===== config.mk =====
export PLATFORM = sky130hd
export DESIGN_NAME = mode_select_ctrl
export DESIGN_NICKNAME = d
export VERILOG_FILES = /design/src/rtl/mode_select_ctrl.sv
export SDC_FILE = /design/constraint.sdc
export NUM_CORES = 1
export LEC_CHECK = 0
export CORE_MARGIN = 5
export CORE_UTILIZATION = 57
export DETAILED_ROUTE_END_ITERATION = 7
export PLACE_DENSITY = 0.76
export SYNTH_ARGS = -nofsm -noshare
export SYNTH_HDL_FRONTEND = slang
export SYNTH_SLANG_ARGS = --single-unit

===== constraint.sdc =====
create_clock -name clk -period 1.9 [get_ports clk]
set_input_delay 0.285 -clock clk [delete_from_list [all_inputs] [get_ports clk]]
set_output_delay 0.285 -clock clk [all_outputs]
set_load 0.02 [all_outputs]

===== src/rtl/mode_select_ctrl.sv =====
// Front-panel mode selector: sample-tick generator, per-button sync/debounce/edge FSM,
// wrap-around mode index. Define HOLD_REPEAT_EN to add hold-to-auto-repeat.
module mode_select_ctrl #(
  parameter int NUM_MODES    = 4,
  parameter int TICK_DIV     = 524288,
  parameter int DEBOUNCE_N   = 2,
  parameter int RESET_SEL    = 0,
  parameter int REPEAT_DELAY = 10,
  parameter int REPEAT_RATE  = 3
) (
  input  logic                         clk,
  input  logic                         reset,
  input  logic                         next_n,
  input  logic                         prev_n,
  output logic [$clog2(NUM_MODES)-1:0] sel,
  output logic                         sel_changed,
  output logic                         tick
);

  localparam int SEL_W = $clog2(NUM_MODES);
  localparam int TW    = $clog2(TICK_DIV);
  localparam int DW    = $clog2(DEBOUNCE_N + 1);

  localparam logic [TW-1:0]    TICK_LAST = TW'(TICK_DIV - 1);
  localparam logic [DW-1:0]    DB_LAST   = DW'(DEBOUNCE_N);
  localparam logic [SEL_W-1:0] SEL_MAX   = SEL_W'(NUM_MODES - 1);
  localparam logic [SEL_W-1:0] SEL_RST   = SEL_W'(RESET_SEL);

  if (NUM_MODES < 2 || NUM_MODES > 16 || TICK_DIV < 2 || DEBOUNCE_N < 1 ||
      RESET_SEL < 0 || RESET_SEL >= NUM_MODES ||
      REPEAT_DELAY < 1 || REPEAT_RATE < 1) begin : g_bad_param
    $error("mode_select_ctrl: illegal parameter value");
  end

`ifdef HOLD_REPEAT_EN
  localparam int RMAX = (REPEAT_DELAY > REPEAT_RATE) ? REPEAT_DELAY : REPEAT_RATE;
  localparam int RW   = $clog2(RMAX + 1);
  localparam logic [RW-1:0] DELAY_LD = RW'(REPEAT_DELAY - 1);
  localparam logic [RW-1:0] RATE_LD  = RW'(REPEAT_RATE - 1);

  typedef enum logic [1:0] {IDLE, PRESSED, REPEAT} state_t;

  logic [RW-1:0] rep_cnt [2];
  logic [RW-1:0] rep_nxt [2];
`else
  typedef enum logic {IDLE, PRESSED} state_t;
`endif

  // Tick strobe is registered so it is glitch-free for downstream display blocks.
  logic [TW-1:0] tick_cnt;

  always_ff @(posedge clk) begin
    if (reset) begin
      tick_cnt <= '0;
      tick     <= 1'b0;
    end else begin
      tick     <= (tick_cnt == TICK_LAST);
      tick_cnt <= (tick_cnt == TICK_LAST) ? '0 : tick_cnt + TW'(1);
    end
  end

  // Channel index 0 = next, 1 = prev; all per-button signals are pressed-high.
  logic [1:0] sync1, sync2;

  always_ff @(posedge clk) begin
    if (reset) begin
      sync1 <= '0;
      sync2 <= '0;
    end else begin
      sync1 <= ~{prev_n, next_n};
      sync2 <= sync1;
    end
  end

  logic [1:0]    cand, cand_nxt, db;
  logic [DW-1:0] stab_cnt [2];
  logic [DW-1:0] cnt_nxt  [2];

  always_comb begin
    cand_nxt = cand;
    cnt_nxt  = stab_cnt;
    for (int i = 0; i < 2; i++) begin
      if (sync2[i] == cand[i]) begin
        cnt_nxt[i] = (stab_cnt[i] == DB_LAST) ? stab_cnt[i] : stab_cnt[i] + DW'(1);
      end else begin
        cand_nxt[i] = sync2[i];
        cnt_nxt[i]  = DW'(1);
      end
    end
  end

  always_ff @(posedge clk) begin
    if (reset) begin
      cand <= '0;
      db   <= '0;
      for (int i = 0; i < 2; i++) stab_cnt[i] <= '0;
    end else if (tick) begin
      cand <= cand_nxt;
      for (int i = 0; i < 2; i++) begin
        stab_cnt[i] <= cnt_nxt[i];
        if (cnt_nxt[i] == DB_LAST) db[i] <= cand_nxt[i];
      end
    end
  end

  // Press FSM: state | meaning
  //   IDLE    | debounced level released, waiting for a press
  //   PRESSED | press accepted and stepped once, waiting for release
  //   REPEAT  | (HOLD_REPEAT_EN) held past the initial delay, stepping at the repeat rate
  state_t     state     [2];
  state_t     state_nxt [2];
  logic [1:0] step;

  always_ff @(posedge clk) begin
    if (reset) begin
      for (int i = 0; i < 2; i++) begin
        state[i] <= IDLE;
`ifdef HOLD_REPEAT_EN
        rep_cnt[i] <= '0;
`endif
      end
    end else begin
      state <= state_nxt;
`ifdef HOLD_REPEAT_EN
      rep_cnt <= rep_nxt;
`endif
    end
  end

  always_comb begin
    state_nxt = state;
    step      = '0;
`ifdef HOLD_REPEAT_EN
    rep_nxt = rep_cnt;
`endif
    for (int i = 0; i < 2; i++) begin
      case (state[i])
        IDLE: begin
          if (db[i]) begin
            state_nxt[i] = PRESSED;
            step[i]      = 1'b1;
`ifdef HOLD_REPEAT_EN
            rep_nxt[i] = DELAY_LD;
`endif
          end
        end
        PRESSED: begin
          if (!db[i]) begin
            state_nxt[i] = IDLE;
          end
`ifdef HOLD_REPEAT_EN
          else if (tick) begin
            if (rep_cnt[i] == '0) begin
              step[i]      = 1'b1;
              state_nxt[i] = REPEAT;
              rep_nxt[i]   = RATE_LD;
            end else begin
              rep_nxt[i] = rep_cnt[i] - RW'(1);
            end
          end
`endif
        end
`ifdef HOLD_REPEAT_EN
        REPEAT: begin
          if (!db[i]) begin
            state_nxt[i] = IDLE;
          end else if (tick) begin
            if (rep_cnt[i] == '0) begin
              step[i]    = 1'b1;
              rep_nxt[i] = RATE_LD;
            end else begin
              rep_nxt[i] = rep_cnt[i] - RW'(1);
            end
          end
        end
`endif
        default: state_nxt[i] = IDLE;
      endcase
    end
  end

  // Opposing requests in the same cycle cancel each other.
  logic [SEL_W-1:0] sel_nxt;
  logic             chg_nxt;

  always_comb begin
    sel_nxt = sel;
    chg_nxt = 1'b0;
    if (step[0] && !step[1]) begin
      sel_nxt = (sel == SEL_MAX) ? '0 : sel + SEL_W'(1);
      chg_nxt = 1'b1;
    end else if (step[1] && !step[0]) begin
      sel_nxt = (sel == '0) ? SEL_MAX : sel - SEL_W'(1);
      chg_nxt = 1'b1;
    end
  end

  always_ff @(posedge clk) begin
    if (reset) begin
      sel         <= SEL_RST;
      sel_changed <= 1'b0;
    end else begin
      sel         <= sel_nxt;
      sel_changed <= chg_nxt;
    end
  end

endmodule


==> impl_results.html, run 1 <==
<table>
<tr><th>Metric</th><th>Value</th></tr>
<tr><th colspan="2">Outcome</th></tr>
<tr><td>Result of the run</td><td>finished, final reports clean</td></tr>
<tr><th colspan="2">CTS</th></tr>
<tr><td>Number of setup buffers added after CTS</td><td>0</td></tr>
<tr><td>TritonCTS Sinks</td><td>37</td></tr>
<tr><td>Depth of the CTS H-tree</td><td>2</td></tr>
<tr><td>Number of buffers inserted for hold repair after clock tree synthesis</td><td>0</td></tr>
<tr><td>Maximum root-to-sink buffer count</td><td>2</td></tr>
<tr><td>TritonCTS buffer count</td><td>5</td></tr>
<tr><td># resized after CTS</td><td>0</td></tr>
<tr><td>Worst skew pair latency</td><td>330 ps</td></tr>
<tr><td>Reg clk slew, reported paths</td><td>110 ps</td></tr>
<tr><td>CTS tree</td><td>done</td></tr>
<tr><td>Root Driver</td><td>sky130_fd_sc_hd__clkbuf_4</td></tr>
<tr><th colspan="2">Synthesis</th></tr>
<tr><td>Dominant cells by area after synthesis</td><td>sky130_fd_sc_hd__dfxtp_1 (47%), sky130_fd_sc_hd__ha_1 (7.9%), sky130_fd_sc_hd__nor2_1 (7.8%)</td></tr>
<tr><td>Area leader, netlist</td><td>sky130_fd_sc_hd__dfxtp_1</td></tr>
<tr><td>Number of instances in the synthesized netlist</td><td>173</td></tr>
<tr><td>Share of synthesized area spent on multiplexers</td><td>0</td></tr>
<tr><td>Share of the yosys chip area belonging to registers</td><td>0.465</td></tr>
<tr><td>Post-Synth Adder-Cell Area</td><td>0.0786</td></tr>
<tr><td>Number of warnings printed during yosys synthesis</td><td>0</td></tr>
<tr><td>Fraction of the mapped netlist area in compound gates</td><td>0.0708</td></tr>
<tr><td>Number of nets produced by synthesis</td><td>187</td></tr>
<tr><td>Count of unique library cells instantiated by Yosys</td><td>30</td></tr>
<tr><td>Syn Std Cell Area</td><td>0.00159 sq mm</td></tr>
<tr><td>Fraction of synthesized cell area taken by the top area cell type</td><td>0.465</td></tr>
<tr><td>Largest family of logic cells by synthesized area</td><td>simple AND/OR/NAND/NOR gates</td></tr>
<tr><td>Post-synthesis register bit count</td><td>37</td></tr>
<tr><td>Area share of xor/xnor cells in the synthesized design</td><td>0.0881</td></tr>
<tr><td>Mapped Avg Cell Area</td><td>about 9.2 sq um</td></tr>
<tr><td>Synthesized-area fraction occupied by and/or/nand/nor cells</td><td>0.252</td></tr>
<tr><th colspan="2">Pwr</th></tr>
<tr><td>Switching power share of the total</td><td>0.199</td></tr>
<tr><td>Internal</td><td>roughly 1.1 mW</td></tr>
<tr><td>Logic gate share of total power</td><td>0.027</td></tr>
<tr><td>Clock share of power</td><td>0.405</td></tr>
<tr><td>Sequential fraction of design power</td><td>0.568</td></tr>
<tr><td>Tot Pwr</td><td>about 1.4 mW</td></tr>
<tr><td>Static leakage</td><td>~0.64 nW</td></tr>
<tr><td>Worst-case vdd ir drop</td><td>0.000703 V</td></tr>
<tr><td>Net switching power of the design</td><td>0.278 mW</td></tr>
<tr><td>Power per unit of standard cell area</td><td>773 mW/mm^2</td></tr>
<tr><th colspan="2">Timing</th></tr>
<tr><td>Fin. max-slew vios</td><td>0</td></tr>
<tr><td>Final setup fails</td><td>0</td></tr>
<tr><td>Relative slew margins</td><td>0.630</td></tr>
<tr><td>Unrepaired setup endpoints after global routing</td><td>no</td></tr>
<tr><td>Worst Hold Slack</td><td>457 ps</td></tr>
<tr><td>Upper clock frequency limit</td><td>575 MHz</td></tr>
<tr><td>Transition time of the tightest slew-check pin</td><td>550 ps</td></tr>
<tr><td>Post-route setup TNS</td><td>0 ps</td></tr>
<tr><td>Clock Skews</td><td>9.48 ps</td></tr>
<tr><td>Minimum clock period</td><td>1740 ps</td></tr>
<tr><td>Portion of the clock cycle consumed by the worst path in the final layout</td><td>0.915</td></tr>
<tr><td>Fin. Hold Viols</td><td>0</td></tr>
<tr><th colspan="2">Worst hold path</th></tr>
<tr><td>Hold wc startpoint</td><td>sync1[0]</td></tr>
<tr><td>Class of the worst hold path</td><td>reg -&gt; reg</td></tr>
<tr><th colspan="2">Route</th></tr>
<tr><td>Number of routed nets with antenna violations</td><td>0</td></tr>
<tr><td>Routed wire length</td><td>2470 um</td></tr>
<tr><td>Drt first-iter violations</td><td>18</td></tr>
<tr><td>Via count normalized by instance count</td><td>about 5.2</td></tr>
<tr><td>Wire length per cell after detailed routing</td><td>11.3 um</td></tr>
<tr><td>Total vias in the final route</td><td>1,148</td></tr>
<tr><td>TritonRoute pass-1 iters</td><td>4</td></tr>
<tr><td>Residual DRC count</td><td>0</td></tr>
<tr><th colspan="2">Layout</th></tr>
<tr><td>Area growth syn-to-layout</td><td>13.3%</td></tr>
<tr><td>Nets</td><td>201</td></tr>
<tr><td>Count of antenna diodes in the layout</td><td>0</td></tr>
<tr><td>Share of post-route cells with drive strength above 1</td><td>0.0957</td></tr>
<tr><th colspan="2">Placement</th></tr>
<tr><td>Routability cong.</td><td>0.793</td></tr>
<tr><td>DPL Wire Length</td><td>1790 um</td></tr>
<tr><td>Count of buffers from port buffering</td><td>7</td></tr>
<tr><th colspan="2">Floorplanning</th></tr>
<tr><td>Initial standard-cell utilization of the core</td><td>0.587</td></tr>
<tr><td>Die extent in y</td><td>62.8 um</td></tr>
<tr><td>Number of rows created at floorplan</td><td>19</td></tr>
<tr><td>Area of the core</td><td>0.00271 sq mm</td></tr>
<tr><td>Die W</td><td>approximately 63 um</td></tr>
<tr><td>Die ar.</td><td>0.00395 sq mm</td></tr>
<tr><td>Ports placed on the boundary</td><td>8</td></tr>
<tr><th colspan="2">Critical path</th></tr>
<tr><td>Critical Path Source</td><td>tick_cnt[0]</td></tr>
<tr><td>Required time worst endpoint</td><td>2110 ps</td></tr>
<tr><td>CP cell instances</td><td>ha_1, nand3_2, or3_1, o21bai_4, nor2_1</td></tr>
<tr><td>Startpoint class of the critical path</td><td>register</td></tr>
<tr><td>Slowest cell on crit path</td><td>sky130_fd_sc_hd__or3_1</td></tr>
<tr><td>Data arrival time of the critical path</td><td>1950 ps</td></tr>
<tr><td>Nature of the critical path endpoint</td><td>register</td></tr>
<tr><td>Peak fanout along the critical path</td><td>16</td></tr>
<tr><td>Max stage delay on crit path</td><td>460 ps</td></tr>
<tr><td>RR Startpoint</td><td>tick_cnt[0]</td></tr>
<tr><td>Critical setup path kind</td><td>reg -&gt; reg</td></tr>
<tr><th colspan="2">Global routing</th></tr>
<tr><td>Maximum number of pins on one net before global-route repair</td><td>17</td></tr>
<tr><td>GRT Total Usage</td><td>0.143</td></tr>
<tr><td>Via count of the first global-routing pass</td><td>1,055</td></tr>
<tr><td>First-pass GRT wire length</td><td>around 4500 um</td></tr>
<tr><td>Initial antenna violation count</td><td>0</td></tr>
<tr><td>Congestion Overflow GR</td><td>0</td></tr>
<tr><th colspan="2">Flow run</th></tr>
<tr><td>Total of max-cap violations</td><td>0</td></tr>
</table>
-- cell families (layout without fill, tap and decap cells) --
logic type | after synthesis | after routing
xor+xnor | 16 | 16
simple gates | 76 | 76
buf+inv | 18 | 33
compound gates | 16 | 16
fa+ha+maj | 10 | 10
flops | 37 | 37
-- worst paths after layout --
| kind | endpoint | slack, ps | cells past startpoint |
|---|---|---|---|
| worst max-delay path | tick_cnt[15] | 160 | 5 |
| worst min-delay path | sync2[0] | 460 | 1 |
| worst max register to register | tick_cnt[15] | 160 | 5 |
| worst min register to register | sync2[0] | 460 | 1 |
-- cell type report --
type	count	area, sq um
Inverter	13	48.8
Clock inverter	2	37.5
Fill cell	225	907
Tap cell	31	38.8
Clock buffer	6	51.3
Multi-Input combinational cell	118	778
Sequential cell	37	741
Timing Repair Buffer	12	108
-- cell usage in the layout, fill, tap and decap left out, types with 3 or more instances in the layout --
| cell | Yosys | layout |
|---|---|---|
| sky130_fd_sc_hd__clkbuf_4 | 0 | 5 |
| sky130_fd_sc_hd__ha_1 | 10 | 10 |
| sky130_fd_sc_hd__clkdlybuf4s50_1 | 0 | 7 |
| sky130_fd_sc_hd__nor2_1 | 33 | 33 |
| sky130_fd_sc_hd__dfxtp_1 | 37 | 37 |
| sky130_fd_sc_hd__a211oi_1 | 5 | 5 |
| sky130_fd_sc_hd__inv_1 | 13 | 13 |
| sky130_fd_sc_hd__nor2b_1 | 7 | 7 |
| sky130_fd_sc_hd__nand4_1 | 4 | 4 |
| sky130_fd_sc_hd__buf_4 | 1 | 5 |
| sky130_fd_sc_hd__nor4_1 | 4 | 4 |
| sky130_fd_sc_hd__xnor2_1 | 14 | 14 |
| sky130_fd_sc_hd__nand3_1 | 7 | 7 |
| sky130_fd_sc_hd__nand2b_1 | 3 | 3 |
| sky130_fd_sc_hd__a21oi_1 | 6 | 6 |
| sky130_fd_sc_hd__nor3_1 | 6 | 6 |
| sky130_fd_sc_hd__nand2_1 | 4 | 4 |
-- synth_stat cells (all sizes together) --
cell type / number
nand4: 6
nor4: 4
xnor2: 14
nand3: 8
and4: 2
nor2: 33
o21bai: 1
nand2b: 3
clkbuf: 1
nor2b: 7
xor2: 2
a31oi: 1
o21ai: 1
buf: 4
a211oi: 5
nand2: 4
nor3: 6
o22ai: 1
inv: 13
dfxtp: 37
ha: 10
or3: 2
and4b: 1
a31o: 1
a21oi: 6
-- per-layer routing --
layer | up-vias | global-route usage | part of all wire
met5 | - | 0 | 0
met4 | 0 | 0.0557 | 0.018
met3 | 4 | 0.0683 | 0.045
met2 | 14 | 0.232 | 0.47
met1 | 520 | 0.162 | 0.47
li1 | 610 | - | -
-- power by group through the flow --
stage | sequential (mW) | combinational [mW] | clock (mW)
floorplan | 0.808 | 0.0256 | 0
finish | 0.791 | 0.0380 | 0.564
global placement | 0.808 | 0.0380 | 0
global route | 0.793 | 0.0437 | 0.628
CTS | 0.792 | 0.0390 | 0.582
detailed placement | 0.809 | 0.0383 | 0
-- sequential cells by signal, summed over array words and instances, names as in the netlist --
register	cells
db	2
cand	2
sel_changed	1
sync1	2
stab_cnt	4
sync2	2
tick_cnt	19
sel	2
state	2
tick	1
-- stage by stage --
| step | setup slack, ps | instances | area [sq um] | utilization |
|---|---|---|---|---|
| 3_5_place_dp | 183 | 211 | 1710 | 0.633 |
| 4_1_cts | 143 | 219 | 1800 | 0.665 |
| 3_3_place_gp | 257 | 211 | 1710 | 0.633 |
| 2_1_floorplan | 234 | 173 | 1590 | - |
| 6_report | 162 | 219 | 1800 | 0.665 |
| 5_1_grt | 40.2 | 219 | 1800 | 0.665 |
-- worst max-delay path, delay by kind of cell, from the launching register on --
kind                       cells  cell delay, ps
adders and majority gates      1             230
DFF                            1             390
AOI/OAI and AO/OA              1             360
and+or+nand+nor                3             630
Power figures use the tool's default switching activity.
==> inputs of run 2 (changes only) <==
--- a/config.mk
+++ b/config.mk
@@ -5,7 +5,6 @@
 export SDC_FILE = /design/constraint.sdc
 export NUM_CORES = 1
 export LEC_CHECK = 0
-export CORE_MARGIN = 5
 export CORE_UTILIZATION = 57
 export DETAILED_ROUTE_END_ITERATION = 7
 export PLACE_DENSITY = 0.76
==> impl_results.html, run 2 (same netlist as run 1, synthesis figures left out) <==
<table>
<tr><th>Metric</th><th>Value</th></tr>
<tr><th colspan="2">CTS</th></tr>
<tr><td>Root Driver</td><td>sky130_fd_sc_hd__clkbuf_4</td></tr>
<tr><td>Worst skew pair latency</td><td>340 ps</td></tr>
<tr><td>Maximum root-to-sink buffer count</td><td>2</td></tr>
<tr><td>Reg clk slew, reported paths</td><td>100 ps</td></tr>
<tr><td># resized after CTS</td><td>0</td></tr>
<tr><td>Number of buffers inserted for hold repair after clock tree synthesis</td><td>0</td></tr>
<tr><td>CTS tree</td><td>done</td></tr>
<tr><td>Depth of the CTS H-tree</td><td>2</td></tr>
<tr><td>Number of setup buffers added after CTS</td><td>0</td></tr>
<tr><td>TritonCTS Sinks</td><td>37</td></tr>
<tr><td>TritonCTS buffer count</td><td>5</td></tr>
<tr><th colspan="2">Layout</th></tr>
<tr><td>Count of antenna diodes in the layout</td><td>0</td></tr>
<tr><td>Largest register FFs</td><td>19</td></tr>
<tr><td>Registers with the highest flip-flop counts</td><td>tick_cnt (19), stab_cnt (4)</td></tr>
<tr><td>Final Non-Filler Cells</td><td>approximately 220</td></tr>
<tr><td>Nets</td><td>200</td></tr>
<tr><td>Area of the multi-input gates</td><td>778 sq um</td></tr>
<tr><td>Commonest cells after routing, fill and taps aside</td><td>sky130_fd_sc_hd__dfxtp_1 (37), sky130_fd_sc_hd__nor2_1 (33), sky130_fd_sc_hd__xnor2_1 (14)</td></tr>
<tr><td>Share of post-route cells with drive strength above 1</td><td>0.0806</td></tr>
<tr><td>Area taken by flip-flops and latches</td><td>741 sq um</td></tr>
<tr><td>Utilization after layout</td><td>0.686</td></tr>
<tr><td>Design area</td><td>0.00176 sq mm</td></tr>
<tr><td>Final-layout fill cell count</td><td>223</td></tr>
<tr><td>Area growth syn-to-layout</td><td>10.6%</td></tr>
<tr><td>Largest register by flop count</td><td>tick_cnt</td></tr>
<tr><td>Most frequent standard cell in the layout excluding fill and tap cells</td><td>sky130_fd_sc_hd__dfxtp_1</td></tr>
<tr><th colspan="2">Timing</th></tr>
<tr><td>Fin. Hold Viols</td><td>0</td></tr>
<tr><td>Post-route setup TNS</td><td>0 ps</td></tr>
<tr><td>Relative slew margins</td><td>0.607</td></tr>
<tr><td>Portion of the clock cycle consumed by the worst path in the final layout</td><td>0.906</td></tr>
<tr><td>Unrepaired setup endpoints after global routing</td><td>no</td></tr>
<tr><td>Fin. max-slew vios</td><td>0</td></tr>
<tr><td>Clock Skews</td><td>11.2 ps</td></tr>
<tr><td>Minimum clock period</td><td>approximately 1700 ps</td></tr>
<tr><td>Final setup fails</td><td>0</td></tr>
<tr><td>Upper clock frequency limit</td><td>581 MHz</td></tr>
<tr><td>Transition time of the tightest slew-check pin</td><td>584 ps</td></tr>
<tr><th colspan="2">Floorplanning</th></tr>
<tr><td>Die extent in y</td><td>54.8 um</td></tr>
<tr><td>Die W</td><td>54.8 um</td></tr>
<tr><td>Initial standard-cell utilization of the core</td><td>0.620</td></tr>
<tr><td>Ports placed on the boundary</td><td>8</td></tr>
<tr><td>Area of the core</td><td>0.00257 sq mm</td></tr>
<tr><td>Die ar.</td><td>0.00301 sq mm</td></tr>
<tr><td>Number of rows created at floorplan</td><td>18</td></tr>
<tr><th colspan="2">Global routing</th></tr>
<tr><td>Initial antenna violation count</td><td>0</td></tr>
<tr><td>Maximum number of pins on one net before global-route repair</td><td>17</td></tr>
<tr><td>Congestion Overflow GR</td><td>0</td></tr>
<tr><td>Via count of the first global-routing pass</td><td>1,067</td></tr>
<tr><td>GRT Total Usage</td><td>0.202</td></tr>
<tr><td>First-pass GRT wire length</td><td>4170 um</td></tr>
<tr><th colspan="2">Placement</th></tr>
<tr><td>Count of buffers from port buffering</td><td>7</td></tr>
<tr><td>Routability cong.</td><td>0.763</td></tr>
<tr><td>Inst Count DP</td><td>around 210</td></tr>
<tr><td>Instance area at placement</td><td>~0.0017 sq mm</td></tr>
<tr><td>DPL Wire Length</td><td>1860 um</td></tr>
<tr><th colspan="2">Outcome</th></tr>
<tr><td>Result of the run</td><td>finished, final reports clean</td></tr>
<tr><th colspan="2">Pwr</th></tr>
<tr><td>Worst-case vdd ir drop</td><td>0.000646 V</td></tr>
<tr><td>Static leakage</td><td>about 0.62 nW</td></tr>
<tr><td>Power per unit of standard cell area</td><td>702 mW/mm^2</td></tr>
<tr><th colspan="2">Critical path</th></tr>
<tr><td>RR Startpoint</td><td>tick_cnt[0]</td></tr>
<tr><td>Peak fanout along the critical path</td><td>16</td></tr>
<tr><td>Register-to-register setup slack</td><td>180 ps</td></tr>
<tr><td>Critical Path Source</td><td>tick_cnt[0]</td></tr>
<tr><td>Data arrival time of the critical path</td><td>1940 ps</td></tr>
<tr><td>Required time worst endpoint</td><td>between 2000 and 2500 ps</td></tr>
<tr><td>Nature of the critical path endpoint</td><td>register</td></tr>
<tr><td>Critical setup path kind</td><td>reg -&gt; reg</td></tr>
<tr><td>Startpoint class of the critical path</td><td>register</td></tr>
<tr><th colspan="2">Route</th></tr>
<tr><td>Routed wire length</td><td>around 2600 um</td></tr>
<tr><td>Via count normalized by instance count</td><td>5.35</td></tr>
<tr><td>TritonRoute pass-1 iters</td><td>4</td></tr>
<tr><td>Number of routed nets with antenna violations</td><td>0</td></tr>
<tr><td>Wire length per cell after detailed routing</td><td>approximately 12 um</td></tr>
<tr><td>Drt first-iter violations</td><td>11</td></tr>
<tr><td>Total vias in the final route</td><td>roughly 1,200</td></tr>
<tr><td>Residual DRC count</td><td>0</td></tr>
<tr><th colspan="2">Worst hold path</th></tr>
<tr><td>Hold wc startpoint</td><td>sync1[0]</td></tr>
<tr><td>Class of the worst hold path</td><td>reg -&gt; reg</td></tr>
<tr><th colspan="2">Flow run</th></tr>
<tr><td>Total of max-cap violations</td><td>0</td></tr>
</table>
run 2: final cells by class:
class	count	area share
clock buffers	7	0.0313
multi-input cells	118	0.442
flip-flops and latches	37	0.421
repair buffers	11	0.0569
well taps	30	0.0213
inverters	13	0.0277
run 2: final timing paths:
check                                     to  cells after the start
worst max-delay path            tick_cnt[13]                      5
worst min-delay path                sync2[0]                      1
worst max register to register  tick_cnt[13]                      5
worst min register to register      sync2[0]                      1
run 2: per-layer routing:
metal / global-route usage / wire length (um)
met5: 0 / 0
met4: 0.124 / 67
met3: 0.0611 / 63
met2: 0.357 / 1300
met1: 0.205 / 1130
run 2: worst max-delay path: stages (launching register included):
cell	delay, ps
sky130_fd_sc_hd__dfxtp_1	380
sky130_fd_sc_hd__ha_1	210
sky130_fd_sc_hd__nand3_2	80
sky130_fd_sc_hd__or3_1	470
sky130_fd_sc_hd__o21bai_4	370
sky130_fd_sc_hd__nor2_1	100
run 2: where the power goes:
| group | total, mW | internal [mW] | switching, mW |
|---|---|---|---|
| sequential | 0.791 | 0.784 | 0.00647 |
| combinational | 0.0359 | 0.0169 | 0.0190 |
| clock | 0.409 | 0.175 | 0.235 |
run 2: metrics by stage:
step / setup slack (ps) / total power [mW] / hold WS, ps
2_1_floorplan: 234 / 0.833 / 357
3_3_place_gp: 270 / 0.844 / 417
3_5_place_dp: 210 / 0.845 / 429
4_1_cts: 192 / 1.25 / 449
5_1_grt: 63.3 / 1.29 / 459
6_report: 178 / 1.24 / 442
==> inputs of run 3 (changes only) <==
--- a/config.mk
+++ b/config.mk
@@ -5,9 +5,12 @@
 export SDC_FILE = /design/constraint.sdc
 export NUM_CORES = 1
 export LEC_CHECK = 0
+export CORE_ASPECT_RATIO = 1.1
 export CORE_UTILIZATION = 57
 export DETAILED_ROUTE_END_ITERATION = 7
+export HOLD_SLACK_MARGIN = 0.1
 export PLACE_DENSITY = 0.76
+export REMOVE_ABC_BUFFERS = 1
 export SYNTH_ARGS = -nofsm -noshare
 export SYNTH_HDL_FRONTEND = slang
 export SYNTH_SLANG_ARGS = --single-unit
==> impl_results.html, run 3 (same netlist as run 1, synthesis figures left out) <==
<table>
<tr><th>Metric</th><th>Value</th></tr>
<tr><th colspan="2">Placement</th></tr>
<tr><td>Routability cong.</td><td>between 0.7 and 0.8</td></tr>
<tr><td>Count of buffers from port buffering</td><td>7</td></tr>
<tr><td>DPL Wire Length</td><td>1860 um</td></tr>
<tr><td>Pre-CTS setup slack</td><td>between 150 and 200 ps</td></tr>
<tr><th colspan="2">Layout</th></tr>
<tr><td>Count of antenna diodes in the layout</td><td>0</td></tr>
<tr><td>Largest register by flop count</td><td>tick_cnt</td></tr>
<tr><td>Area growth syn-to-layout</td><td>13.5%</td></tr>
<tr><td>Registers with the highest flip-flop counts</td><td>tick_cnt (19), stab_cnt (4)</td></tr>
<tr><td>Area of the multi-input gates</td><td>778 sq um</td></tr>
<tr><td>Most frequent standard cell in the layout excluding fill and tap cells</td><td>sky130_fd_sc_hd__dfxtp_1</td></tr>
<tr><td>Largest register FFs</td><td>19</td></tr>
<tr><td>Commonest cells after routing, fill and taps aside</td><td>sky130_fd_sc_hd__dfxtp_1 (37), sky130_fd_sc_hd__nor2_1 (33), sky130_fd_sc_hd__xnor2_1 (14)</td></tr>
<tr><td>Nets</td><td>approximately 200</td></tr>
<tr><td>Area taken by flip-flops and latches</td><td>741 sq um</td></tr>
<tr><td>Final-layout fill cell count</td><td>207</td></tr>
<tr><td>Share of post-route cells with drive strength above 1</td><td>0.0952</td></tr>
<tr><th colspan="2">Pwr</th></tr>
<tr><td>Tot Pwr</td><td>1.40 mW</td></tr>
<tr><td>Net switching power of the design</td><td>between 0.2 and 0.3 mW</td></tr>
<tr><td>Static leakage</td><td>0.648 nW</td></tr>
<tr><td>Switching power share of the total</td><td>0.199</td></tr>
<tr><td>Power per unit of standard cell area</td><td>~770 mW/mm^2</td></tr>
<tr><td>Logic gate share of total power</td><td>0.028</td></tr>
<tr><td>Clock share of power</td><td>0.405</td></tr>
<tr><td>Internal</td><td>1.12 mW</td></tr>
<tr><td>Sequential fraction of design power</td><td>0.567</td></tr>
<tr><td>Worst-case vdd ir drop</td><td>just under 0.0007 V</td></tr>
<tr><th colspan="2">Global routing</th></tr>
<tr><td>Congestion Overflow GR</td><td>0</td></tr>
<tr><td>Maximum number of pins on one net before global-route repair</td><td>17</td></tr>
<tr><td>Initial antenna violation count</td><td>0</td></tr>
<tr><td>Via count of the first global-routing pass</td><td>1,138</td></tr>
<tr><td>GRT Total Usage</td><td>0.202</td></tr>
<tr><td>First-pass GRT wire length</td><td>4480 um</td></tr>
<tr><th colspan="2">Flow run</th></tr>
<tr><td>Total of max-cap violations</td><td>0</td></tr>
<tr><th colspan="2">CTS</th></tr>
<tr><td>Reg clk slew, reported paths</td><td>110 ps</td></tr>
<tr><td>Maximum root-to-sink buffer count</td><td>2</td></tr>
<tr><td>Worst skew pair latency</td><td>approximately 340 ps</td></tr>
<tr><td>Number of setup buffers added after CTS</td><td>0</td></tr>
<tr><td>TritonCTS buffer count</td><td>5</td></tr>
<tr><td>TritonCTS Sinks</td><td>37</td></tr>
<tr><td>Root Driver</td><td>sky130_fd_sc_hd__clkbuf_4</td></tr>
<tr><td>CTS tree</td><td>done</td></tr>
<tr><td>Number of buffers inserted for hold repair after clock tree synthesis</td><td>0</td></tr>
<tr><td>Depth of the CTS H-tree</td><td>2</td></tr>
<tr><td># resized after CTS</td><td>0</td></tr>
<tr><th colspan="2">Timing</th></tr>
<tr><td>Portion of the clock cycle consumed by the worst path in the final layout</td><td>0.924</td></tr>
<tr><td>Fin. Hold Viols</td><td>0</td></tr>
<tr><td>Setup slack after layout</td><td>144 ps</td></tr>
<tr><td>Transition time of the tightest slew-check pin</td><td>388 ps</td></tr>
<tr><td>Minimum clock period</td><td>1760 ps</td></tr>
<tr><td>Upper clock frequency limit</td><td>570 MHz</td></tr>
<tr><td>Fin. max-slew vios</td><td>0</td></tr>
<tr><td>Post-route setup TNS</td><td>0 ps</td></tr>
<tr><td>Unrepaired setup endpoints after global routing</td><td>no</td></tr>
<tr><td>Final setup fails</td><td>0</td></tr>
<tr><td>Clock Skews</td><td>17.3 ps</td></tr>
<tr><td>Relative slew margins</td><td>0.739</td></tr>
<tr><th colspan="2">Route</th></tr>
<tr><td>Routed wire length</td><td>roughly 2700 um</td></tr>
<tr><td>Residual DRC count</td><td>0</td></tr>
<tr><td>Drt first-iter violations</td><td>30</td></tr>
<tr><td>TritonRoute pass-1 iters</td><td>4</td></tr>
<tr><td>Total vias in the final route</td><td>1,172</td></tr>
<tr><td>Number of routed nets with antenna violations</td><td>0</td></tr>
<tr><td>Via count normalized by instance count</td><td>5.33</td></tr>
<tr><td>Wire length per cell after detailed routing</td><td>12.1 um</td></tr>
<tr><th colspan="2">Outcome</th></tr>
<tr><td>Result of the run</td><td>finished, final reports clean</td></tr>
<tr><th colspan="2">Critical path</th></tr>
<tr><td>Critical setup path kind</td><td>reg -&gt; reg</td></tr>
<tr><td>Nature of the critical path endpoint</td><td>register</td></tr>
<tr><td>Register-to-register setup slack</td><td>around 140 ps</td></tr>
<tr><td>Startpoint class of the critical path</td><td>register</td></tr>
<tr><td>Count of cells along the worst register-to-register path</td><td>5</td></tr>
<tr><td>End of the worst register-to-register path</td><td>tick_cnt[15]</td></tr>
<tr><td>RR Startpoint</td><td>tick_cnt[0]</td></tr>
<tr><td>Peak fanout along the critical path</td><td>16</td></tr>
<tr><td>Required time worst endpoint</td><td>2110 ps</td></tr>
<tr><td>Data arrival time of the critical path</td><td>1960 ps</td></tr>
<tr><th colspan="2">Floorplanning</th></tr>
<tr><td>Number of rows created at floorplan</td><td>19</td></tr>
<tr><td>Initial standard-cell utilization of the core</td><td>0.620</td></tr>
<tr><td>Area of the core</td><td>0.00257 sq mm</td></tr>
<tr><td>Die extent in y</td><td>57.4 um</td></tr>
<tr><td>Ports placed on the boundary</td><td>8</td></tr>
<tr><td>Die W</td><td>52.4 um</td></tr>
<tr><td>Die ar.</td><td>0.00301 sq mm</td></tr>
<tr><th colspan="2">Worst hold path</th></tr>
<tr><td>Hold wc startpoint</td><td>sync1[0]</td></tr>
<tr><td>Class of the worst hold path</td><td>reg -&gt; reg</td></tr>
<tr><td>Sink of the worst hold path</td><td>sync2[0]</td></tr>
<tr><td>Count of cells along the worst hold path</td><td>1</td></tr>
</table>
## run 3: cell count changes in the layout (fill, tap and decap cells not counted)
| cell | previous run | this run |
|---|---|---|
| sky130_fd_sc_hd__buf_4 | 4 | 6 |
| sky130_fd_sc_hd__bufinv_16 | 0 | 1 |
## run 3: worst max-delay path, cell delays in order (launching register included)
cell and delay, ps:
sky130_fd_sc_hd__dfxtp_1 400, sky130_fd_sc_hd__ha_1 220, sky130_fd_sc_hd__nand3_2 80, sky130_fd_sc_hd__or3_1 460, sky130_fd_sc_hd__o21bai_4 370, sky130_fd_sc_hd__nor2_1 90
## run 3: area by class of cell
| class | instances | area share |
|---|---|---|
| Multi-Input combinational cell | 118 | 0.431 |
| Inverter | 13 | 0.0270 |
| Clock buffer | 7 | 0.0305 |
| Timing Repair Buffer | 13 | 0.0637 |
| Sequential cell | 37 | 0.410 |
| Clock inverter | 1 | 0.0166 |
| Tap cell | 31 | 0.0215 |
## run 3: metal layers
metal,global-route usage,up-vias,part of all wire
met4,0.0677,0,0.016
met1,0.219,545,0.47
li1,-,610,-
met2,0.353,11,0.48
met3,0.0800,6,0.028
met5,0,-,0
## run 3: worst max path at each step
stage               cells after the start  slack (ps)   startpoint      endpoint
floorplan                               5         260  tick_cnt[0]  tick_cnt[18]
global placement                        5         250  tick_cnt[0]   tick_cnt[6]
detailed placement                      5         180  tick_cnt[0]  tick_cnt[14]
CTS                                     5         140  tick_cnt[0]  tick_cnt[15]
global route                            5           8  tick_cnt[0]  tick_cnt[15]
finish                                  5         140  tick_cnt[0]  tick_cnt[15]
## run 3: power by group through the flow
stage	Combinational (mW)	Sequential (mW)	Clock [mW]
after floorplan	0.0190	0.808	0
after global placement	0.0379	0.808	0
after detailed placement	0.0388	0.809	0
after CTS	0.0394	0.792	0.580
after global routing	0.0443	0.793	0.614
final	0.0390	0.791	0.565
## run 3: metrics by stage
step                      cells  hold slack, ps  cell area, sq um  utilization
final                       220             448              1810        0.704
after CTS                   220             456              1810        0.704
after detailed placement    212             433              1720        0.671
after floorplan             168             352              1570            -
after global placement      212             419              1720        0.671
after global routing        220             469              1810        0.704
